==> src/rtl/dds_pkg.sv <==
// Shared DDS definitions: measurement FSM state encodings and the tuning-word width.
package dds_pkg;

  localparam int unsigned KW_WIDTH_DEF = 28;

  typedef logic [1:0] fsm_state_t;

  localparam fsm_state_t ST_IDLE = 2'd0;
  localparam fsm_state_t ST_ARM  = 2'd1;
  localparam fsm_state_t ST_GATE = 2'd2;
  localparam fsm_state_t ST_DONE = 2'd3;

  function automatic logic state_busy(input fsm_state_t s);
    return s != ST_IDLE;
  endfunction

endpackage

==> src/rtl/freq_word_meter_if.sv <==
// Control/result bundle of the frequency meter; master drives stimulus, slave is the meter.
interface freq_word_meter_if #(
  parameter int unsigned GATE_LOG2 = 20,
  parameter int unsigned KW_WIDTH  = 28
) ();

  logic                sig_in;
  logic                start;
  logic                cont;
  logic                busy;
  logic                valid;
  logic                no_sig;
  logic [GATE_LOG2:0]  edge_cnt;
  logic [KW_WIDTH-1:0] kw_meas;

  modport master (
    output sig_in, start, cont,
    input  busy, valid, no_sig, edge_cnt, kw_meas
  );

  modport slave (
    input  sig_in, start, cont,
    output busy, valid, no_sig, edge_cnt, kw_meas
  );

endinterface

==> src/rtl/sync_edge_det.sv <==
// Two-flop synchroniser for an asynchronous input plus registered rising-edge pulse.
module sync_edge_det (
  input  logic clk,
  input  logic rst,
  input  logic async_in,
  output logic rise
);

  logic meta;
  logic sync;
  logic prev;

  always_ff @(posedge clk or posedge rst) begin
    if (rst) begin
      meta <= 1'b0;
      sync <= 1'b0;
      prev <= 1'b0;
      rise <= 1'b0;
    end else begin
      meta <= async_in;
      sync <= meta;
      prev <= sync;
      rise <= sync & ~prev;
    end
  end

endmodule

==> src/rtl/freq_word_meter.sv <==
// Gated edge counter reporting input frequency as an equivalent DDS tuning word.
module freq_word_meter
  import dds_pkg::*;
#(
  parameter int unsigned ADDR_WIDTH = 16,
  parameter int unsigned GATE_LOG2  = 20,
  parameter int unsigned KW_WIDTH   = KW_WIDTH_DEF
) (
  input logic              clk,
  input logic              rst,
  freq_word_meter_if.slave bus
);

  localparam int unsigned        SHIFT     = GATE_LOG2 - ADDR_WIDTH;
  localparam logic [GATE_LOG2:0] ONE       = 1;
  localparam logic [GATE_LOG2:0] CNT_MAX   = '1;
  localparam logic [GATE_LOG2:0] GATE_LAST = {1'b0, {GATE_LOG2{1'b1}}};

  fsm_state_t          state;
  logic                rise;
  logic [GATE_LOG2:0]  gate_cnt;
  logic [GATE_LOG2:0]  edge_acc;
  logic [GATE_LOG2:0]  edge_next;
  logic [GATE_LOG2:0]  edge_shift;
  logic [KW_WIDTH-1:0] kw_next;
  logic                gate_end;
  logic [GATE_LOG2:0]  edge_cnt_r;
  logic [KW_WIDTH-1:0] kw_r;
  logic                valid_r;
  logic                no_sig_r;

  sync_edge_det u_sync (
    .clk      (clk),
    .rst      (rst),
    .async_in (bus.sig_in),
    .rise     (rise)
  );

  always_comb begin
    edge_next  = (rise && edge_acc != CNT_MAX) ? edge_acc + ONE : edge_acc;
    edge_shift = edge_next >> SHIFT;
    kw_next    = KW_WIDTH'(edge_shift);
    gate_end   = (gate_cnt == GATE_LAST);
  end

  // Results are captured on the transition into DONE so they are already
  // visible during the single DONE cycle in which valid is high.
  always_ff @(posedge clk or posedge rst) begin
    if (rst) begin
      state      <= ST_IDLE;
      gate_cnt   <= '0;
      edge_acc   <= '0;
      edge_cnt_r <= '0;
      kw_r       <= '0;
      valid_r    <= 1'b0;
      no_sig_r   <= 1'b0;
    end else begin
      valid_r <= 1'b0;
      case (state)
        ST_IDLE: begin
          if (bus.start || bus.cont) begin
            state    <= ST_ARM;
            gate_cnt <= '0;
            edge_acc <= '0;
          end
        end
        ST_ARM: begin
          if (rise) begin
            state    <= ST_GATE;
            gate_cnt <= '0;
          end else if (gate_end) begin
            state      <= ST_DONE;
            edge_cnt_r <= '0;
            kw_r       <= '0;
            no_sig_r   <= 1'b1;
            valid_r    <= 1'b1;
          end else begin
            gate_cnt <= gate_cnt + ONE;
          end
        end
        ST_GATE: begin
          edge_acc <= edge_next;
          if (gate_end) begin
            state      <= ST_DONE;
            edge_cnt_r <= edge_next;
            kw_r       <= kw_next;
            no_sig_r   <= 1'b0;
            valid_r    <= 1'b1;
          end else begin
            gate_cnt <= gate_cnt + ONE;
          end
        end
        ST_DONE: begin
          gate_cnt <= '0;
          edge_acc <= '0;
          state    <= bus.cont ? ST_ARM : ST_IDLE;
        end
        default: state <= ST_IDLE;
      endcase
    end
  end

  assign bus.busy     = state_busy(state);
  assign bus.valid    = valid_r;
  assign bus.no_sig   = no_sig_r;
  assign bus.edge_cnt = edge_cnt_r;
  assign bus.kw_meas  = kw_r;

endmodule

==> src/flat_wrapper.sv <==
// flat-port wrapper written by rule: the top's interface ports become plain ports
module freq_word_meter_flat import dds_pkg::*;
#(
  parameter int unsigned ADDR_WIDTH = 16,
  parameter int unsigned GATE_LOG2  = 20,
  parameter int unsigned KW_WIDTH   = KW_WIDTH_DEF
)
  (clk, rst, bus_sig_in, bus_start, bus_cont, bus_busy, bus_valid, bus_no_sig, bus_edge_cnt, bus_kw_meas);
  freq_word_meter_if #(.GATE_LOG2(GATE_LOG2), .KW_WIDTH(KW_WIDTH)) bus_i ();
  input logic clk;
  input logic rst;
  input wire logic [$bits(bus_i.sig_in)-1:0] bus_sig_in;
  input wire logic [$bits(bus_i.start)-1:0] bus_start;
  input wire logic [$bits(bus_i.cont)-1:0] bus_cont;
  output wire logic [$bits(bus_i.busy)-1:0] bus_busy;
  output wire logic [$bits(bus_i.valid)-1:0] bus_valid;
  output wire logic [$bits(bus_i.no_sig)-1:0] bus_no_sig;
  output wire logic [$bits(bus_i.edge_cnt)-1:0] bus_edge_cnt;
  output wire logic [$bits(bus_i.kw_meas)-1:0] bus_kw_meas;
  assign bus_i.sig_in = bus_sig_in;
  assign bus_i.start = bus_start;
  assign bus_i.cont = bus_cont;
  assign bus_busy = bus_i.busy;
  assign bus_valid = bus_i.valid;
  assign bus_no_sig = bus_i.no_sig;
  assign bus_edge_cnt = bus_i.edge_cnt;
  assign bus_kw_meas = bus_i.kw_meas;
  freq_word_meter #(.ADDR_WIDTH(ADDR_WIDTH), .GATE_LOG2(GATE_LOG2), .KW_WIDTH(KW_WIDTH)) u_core (.clk(clk), .rst(rst), .bus(bus_i));
endmodule
==> config.mk <==
export PLATFORM = sky130hd
export DESIGN_NAME = freq_word_meter_flat
export DESIGN_NICKNAME = d
export VERILOG_FILES = /design/src/rtl/dds_pkg.sv /design/src/rtl/freq_word_meter_if.sv /design/src/rtl/sync_edge_det.sv /design/src/rtl/freq_word_meter.sv /design/src/flat_wrapper.sv
export SDC_FILE = /design/constraint.sdc
export NUM_CORES = 1
export LEC_CHECK = 0
export CORE_ASPECT_RATIO = 1.4
export CORE_MARGIN = 3
export CORE_UTILIZATION = 45
export CTS_CLUSTER_DIAMETER = 50
export DETAILED_ROUTE_END_ITERATION = 7
export PLACE_DENSITY = 0.67
export SETUP_SLACK_MARGIN = 0.4
export SLEW_MARGIN = 30
export SYNTH_ARGS = -nofsm -noshare
export SYNTH_HDL_FRONTEND = slang
export SYNTH_SLANG_ARGS = --single-unit
==> constraint.sdc <==
create_clock -name clk -period 4.2 [get_ports clk]
set_input_delay 0.63 -clock clk [delete_from_list [all_inputs] [get_ports clk]]
set_output_delay 0.63 -clock clk [all_outputs]
set_load 0.01 [all_outputs]
[After elaboration in Yosys (flattened, before gate mapping)]
Cells that the tools add are included.
Cells by class
  add/sub/neg operators: 2
  multiplexer cells: 26
  bitwise operators: 2
  reduce and logical (&&, ||, !) cells: 8
  eq/ne operators: 9
Operators by type and width (count)
  2-to-1 mux 21 bit: 7
  2-to-1 mux 28 bit: 3
  case mux 21 bit (4 select lines): 1
  case mux 21 bit (3 select lines): 1
  case mux 28 bit (2 select lines): 1
  adder 21 x 1 -> 21 bit, second input constant: 2
  case mux 21 bit (2 select lines): 1
  == test 21 x 20 -> 1 bit, second input constant: 1
  != test 21 bit, second input constant: 1
  case mux 2 bit (4 select lines): 1
  2-to-1 mux 1 bit: 6
  2-to-1 mux 2 bit: 3
  != test 2 x 1 -> 1 bit, second input constant: 3
  == test 2 bit, second input constant: 2
  case mux 1 bit (2 select lines): 2
  AND reduction 4 bit: 1
  nonzero test 2 bit: 2
  nonzero test 3 bit: 1
  == test 2 x 1 -> 1 bit, second input constant: 1
  logical NOT 2 bit: 1
  != test 2 bit, second input constant: 1
  AND reduction 2 bit: 1
  bitwise AND 1 bit: 1
  logical AND 1 bit: 1
  2 further kinds: 2
Storage, ports and cells
  input port bits: 5
  register bits after elaboration: 99

[Depth between registers and ports, before layout]
  depth in word-level cells: 5
  depth in mapped cells: 10
  depth with buffers taken out: 7

[Hierarchy]
A second synthesis with hierarchy kept.
Unflattened totals
  cell total of the unflattened synthesis: 429
  area total of the unflattened synthesis: 4027.6 um^2
By module, submodules not included
  freq_word_meter: instances 1, sequential area each 1676.6 um^2, cells an instance 423, area each 3910.0 um^2
  sync_edge_det: instances 1, sequential area each 100.1 um^2, cells an instance 6, area each 117.6 um^2

[Worst setup path before layout]
Ideal clock, no wire load.
  kind: flip-flop to flip-flop
  from: register u_core.state[0]
  to: register u_core.edge_acc[17]
  setup slack: 2.132 ns
  clock period less this slack: 2.068 ns
  setup time: 0.135 ns
  stages on the path, launching flop included: 11
  arrival: 1.933 ns
  buffers on the path: 3
  path through: dfrtp_1 > inv_1 > ha_1 > or3b_2 > clkbuf_1 > nand2b_1 > clkbuf_1 > buf_2 > nor2_1 > mux2i_1 > o21ai_0
On the way
  word-level cells in the longest chain between the ends: 3
  elaborated cells on any way between the ends: 7
Ends and longest elaborated chain
  start: declaration: RTL line freq_word_meter.sv:19  | fsm_state_t state;
  start signal: assignment: RTL line freq_word_meter.sv:96  | state <= bus.cont ? ST_ARM : ST_IDLE;
  == test 2 bit or logical NOT 2 bit (tied branches): RTL line freq_word_meter.sv:59  | case (state)
  nonzero test 3 bit (no source line) or != test 2 x 1 -> 1 bit (tied branches)
  AND reduction 2 bit (no source line)
  end signal: assignment: RTL line freq_word_meter.sv:82  | edge_acc <= edge_next;
  end: declaration: RTL line freq_word_meter.sv:22  | logic [GATE_LOG2:0] edge_acc;
Several ways; a longest one is shown, not always the timed one.
A chain may end at the register's enable or synchronous reset.

[Worst setup path in the final report]
  from: register u_core.state[1]
  to: register u_core.gate_cnt[11]
On the way
  word-level cells in the longest chain between the ends: 2
  elaborated cells on any way between the ends: 6
Ends and longest elaborated chain
  == test 2 bit (tied with other cells): RTL line freq_word_meter.sv:59
  case mux 21 bit (4 select lines) or != test 2 x 1 -> 1 bit (tied branches)
  end signal: assignment: RTL line freq_word_meter.sv:78  | gate_cnt <= gate_cnt + ONE;
  end signal: assignment: RTL line freq_word_meter.sv:90  | gate_cnt <= gate_cnt + ONE;
  end: declaration: RTL line freq_word_meter.sv:21  | logic [GATE_LOG2:0] gate_cnt;
Several ways; a longest one is shown, not always the timed one.

==> impl_metrics.ini <==
[run_status]
status = finished, final reports clean

[clock_network]
htreeDepth = 3
cts.path.max_buffers = 2
ctsResizeCount = 0
cts_setup_buffers = 0
clockRootBuffer = clkbuf_16
cts_sinks = 71
clkTransAtPathRegs_ps = 60
cts_made_buffers = 9
insertion_delay_ps = 340
ctsHoldBuffers = 0
cts_tree = done

[drt]
dr.pass1.iters = 4
route.detailed.wl_per_inst_um = 16.2
ant_nets = 0
totalWireLength_mm = 9.30
num_vias = 3306
via_per_inst = 5.75
remaining_drc_errors = 0
drt_iter0_drc = 185

[critical_path]
slowest_stage = and2_1
critPathLaunchType = flip-flop
r2r_start = u_core.state[1]$_DFFE_PP0P_
crit_type = reg -> reg
crit_chain = inv_1 > ha_1 > nor2b_1 > o21ai_0 > and2_1 > nor2_1 > a31o_2
worstSetupPathDepth = 7
crit_family = simple AND/OR/NAND/NOR gates
endpoint = u_core.gate_cnt[11]$_DFFE_PP0P_
crit_required_ps = 4420
timing.rr.end = u_core.gate_cnt[11]$_DFFE_PP0P_
critPathMaxStageDelay_ps = 690
crit_arrival_ps = 2830
end_kind = flip-flop
regToRegSetupSlack_ps = 1590
worst-path-buf-inv = 1
ff2ff_path_depth = 7
cp_max_fo = 20
critPathLaunch = u_core.state[1]$_DFFE_PP0P_

[synthesis]
syn-instance-count = 454
syn_area_per_cell_um2 = 9.61
synth_cell_types = 57
synth-edff-count = 0
yosys_warnings = 0
async_reset_ff_frac = 1.00
ys_ff_latch = 71
seq_area_frac_synth = 0.407
synth-main-ff-cell = dfrtp_1
synth_area_um2 = 4360

[sta]
drv_slew = 0
setup_viol = 0
fmax_ghz = 0.384
fin_skew_ps = 5.91
setup_tns_ps = 0
maxSlewHeadroom = 0.500
hold_violations = 0
tightest_slew_ps = 750
post-route-period-util = 0.621
period_needed_ps = 2610
rsz0062_at_grt = false

[global_routing]
grt_antenna_before_repair = 0
track_usage = 0.181
grt_pass1_vias = 3228
grt_max_degree = 49
grt_overflow = 0
grt_first_pass_wirelength_mm = 15.4

[placement]
dp.cells = 559
dp_hpwl_mm = 6.50
gp_congestion = 0.867
port_buffers = 45

[pwr]
peakVddDrop_mv = 0.273
p_per_area_nw_per_um2 = 380
leakagePower_uw = 0.00197
p_total_uw = 1890

[die]
core_area_um2 = 9230
die_w_um = 89.2
rows = 41
io_pins = 57
die_h_um = 123
start_util = 0.473
dieArea_um2 = 10900

[layout]
final_util = 0.537
stdcell_count = 575
multi_input_comb_area_um2 = 2210
most-common-layout-cells = dfrtp_1 (71), clkdlybuf4s50_1 (45), nor2_1 (43), nand2_1 (35), xnor2_1 (27)
drive_above_1_share = 0.0897
insertedDiodeCount = 0
fillers = 852
final_common_cell = dfrtp_1
seq_area_um2 = 1780
final_nets = 476
syn2layout_area_growth_pct = 13.7

[worst_hold_path]
hold_start = u_core.u_sync.meta$_DFF_PP0_
hp-class = reg -> reg

[job]
drv_cap = 0
==> worst reg2reg max path: stages, from the launching register on <==
cell and delay [ps]:
dfrtp_1 440, inv_1 110, ha_1 290, nor2b_1 180
o21ai_0 420, and2_1 690, nor2_1 90, a31o_2 270
==> how the worst min path moves through the flow <==
stage / depth (start not counted) / end / slack [ps]
after global placement: 0 / u_core.u_sync.sync$_DFF_PP0_ / 330
after detailed placement: 0 / u_core.u_sync.sync$_DFF_PP0_ / 340
final: 0 / u_core.u_sync.sync$_DFF_PP0_ / 350
after floorplan: 0 / u_core.u_sync.sync$_DFF_PP0_ / 330
after global routing: 0 / u_core.u_sync.sync$_DFF_PP0_ / 370
after CTS: 0 / u_core.u_sync.sync$_DFF_PP0_ / 350
==> logic make-up (layout without fill, tap and decap cells) <==
kind of cell,count (synthesis),after routing,share of synthesized area
AO/OA/AOI/OAI,91,91,0.163
XOR/XNOR,32,32,0.0642
adder cells (fa/ha/maj),8,8,0.0229
buffers and inverters,74,78,0.0969
flip-flops,71,71,0.407
multiplexers,20,20,0.0464
other,1,11,0.000859
AND/OR/NAND/NOR,157,157,0.198
==> flip-flops by register name, indices dropped and copies added (netlist names) <==
signal / count
u_core.bus.valid: 1
u_core.u_sync.meta: 1
u_core.bus.edge_cnt: 20
u_core.u_sync.sync: 1
u_core.state: 2
u_core.u_sync.rise: 1
u_core.bus.kw_meas: 1
u_core.u_sync.prev: 1
u_core.bus.no_sig: 1
u_core.edge_acc: 21
u_core.gate_cnt: 21
==> layer usage <==
layer | GRT usage | wire (um) | vias up
met5 | 0 | 0 | -
met4 | 0.0912 | 216 | 0
met3 | 0.0329 | 310 | 15
met2 | 0.307 | 4920 | 66
met1 | 0.216 | 3860 | 1619
li1 | - | - | 1606
==> area by class of cell <==
cell class / instances / area share
Inverter: 12 / 0.00958
Timing Repair Buffer: 50 / 0.0984
Multi-Input combinational cell: 319 / 0.445
Clock inverter: 4 / 0.0141
Sequential cell: 71 / 0.358
Clock buffer: 12 / 0.0477
Tap cell: 107 / 0.0270
==> synth_stat cells, types with 3 or more instances <==
library cell  instances  area, um^2
dfrtp_1              71        1780
nor2_1               43         161
nand2_1              35         131
buf_4                31         233
xnor2_1              27         236
o21ai_0              22         110
mux2i_1              18         180
clkbuf_1             17        63.8
o2bb2ai_1            17         149
nand3_1              14        70.1
nand4_1              14        87.6
and4_1               13         114
a21oi_1              12        60.1
inv_1                12        45.0
buf_2                11        55.1
nor3_1               11        55.1
ha_1                  8         100
nor4_1                7        43.8
xor2_1                5        43.8
a31oi_1               4        25.0
and2_1                4        25.0
a2111oi_2             3        45.0
a211o_1               3        26.3
a211oi_1              3        22.5
a211oi_2              3        37.5
nor2b_1               3        18.8
o211a_1               3        30.0
==> stage by stage <==
stage          hold slack (ps)  setup slack [ps]  cell area [um^2]
6_report                   347              1590              4960
3_3_place_gp               333              1470              4650
3_5_place_dp               337              1390              4650
2_1_floorplan              331              1770              4400
4_1_cts                    349              1570              4960
5_1_grt                    368              1260              4960
==> where the power goes <==
part / internal [uW] / switching (uW) / total (uW)
Combinational: 112 / 249 / 361
Sequential: 702 / 21.9 / 724
Clock: 518 / 282 / 800
Total: 1330 / 553 / 1890
No activity file was read; power rests on OpenSTA's default activity.
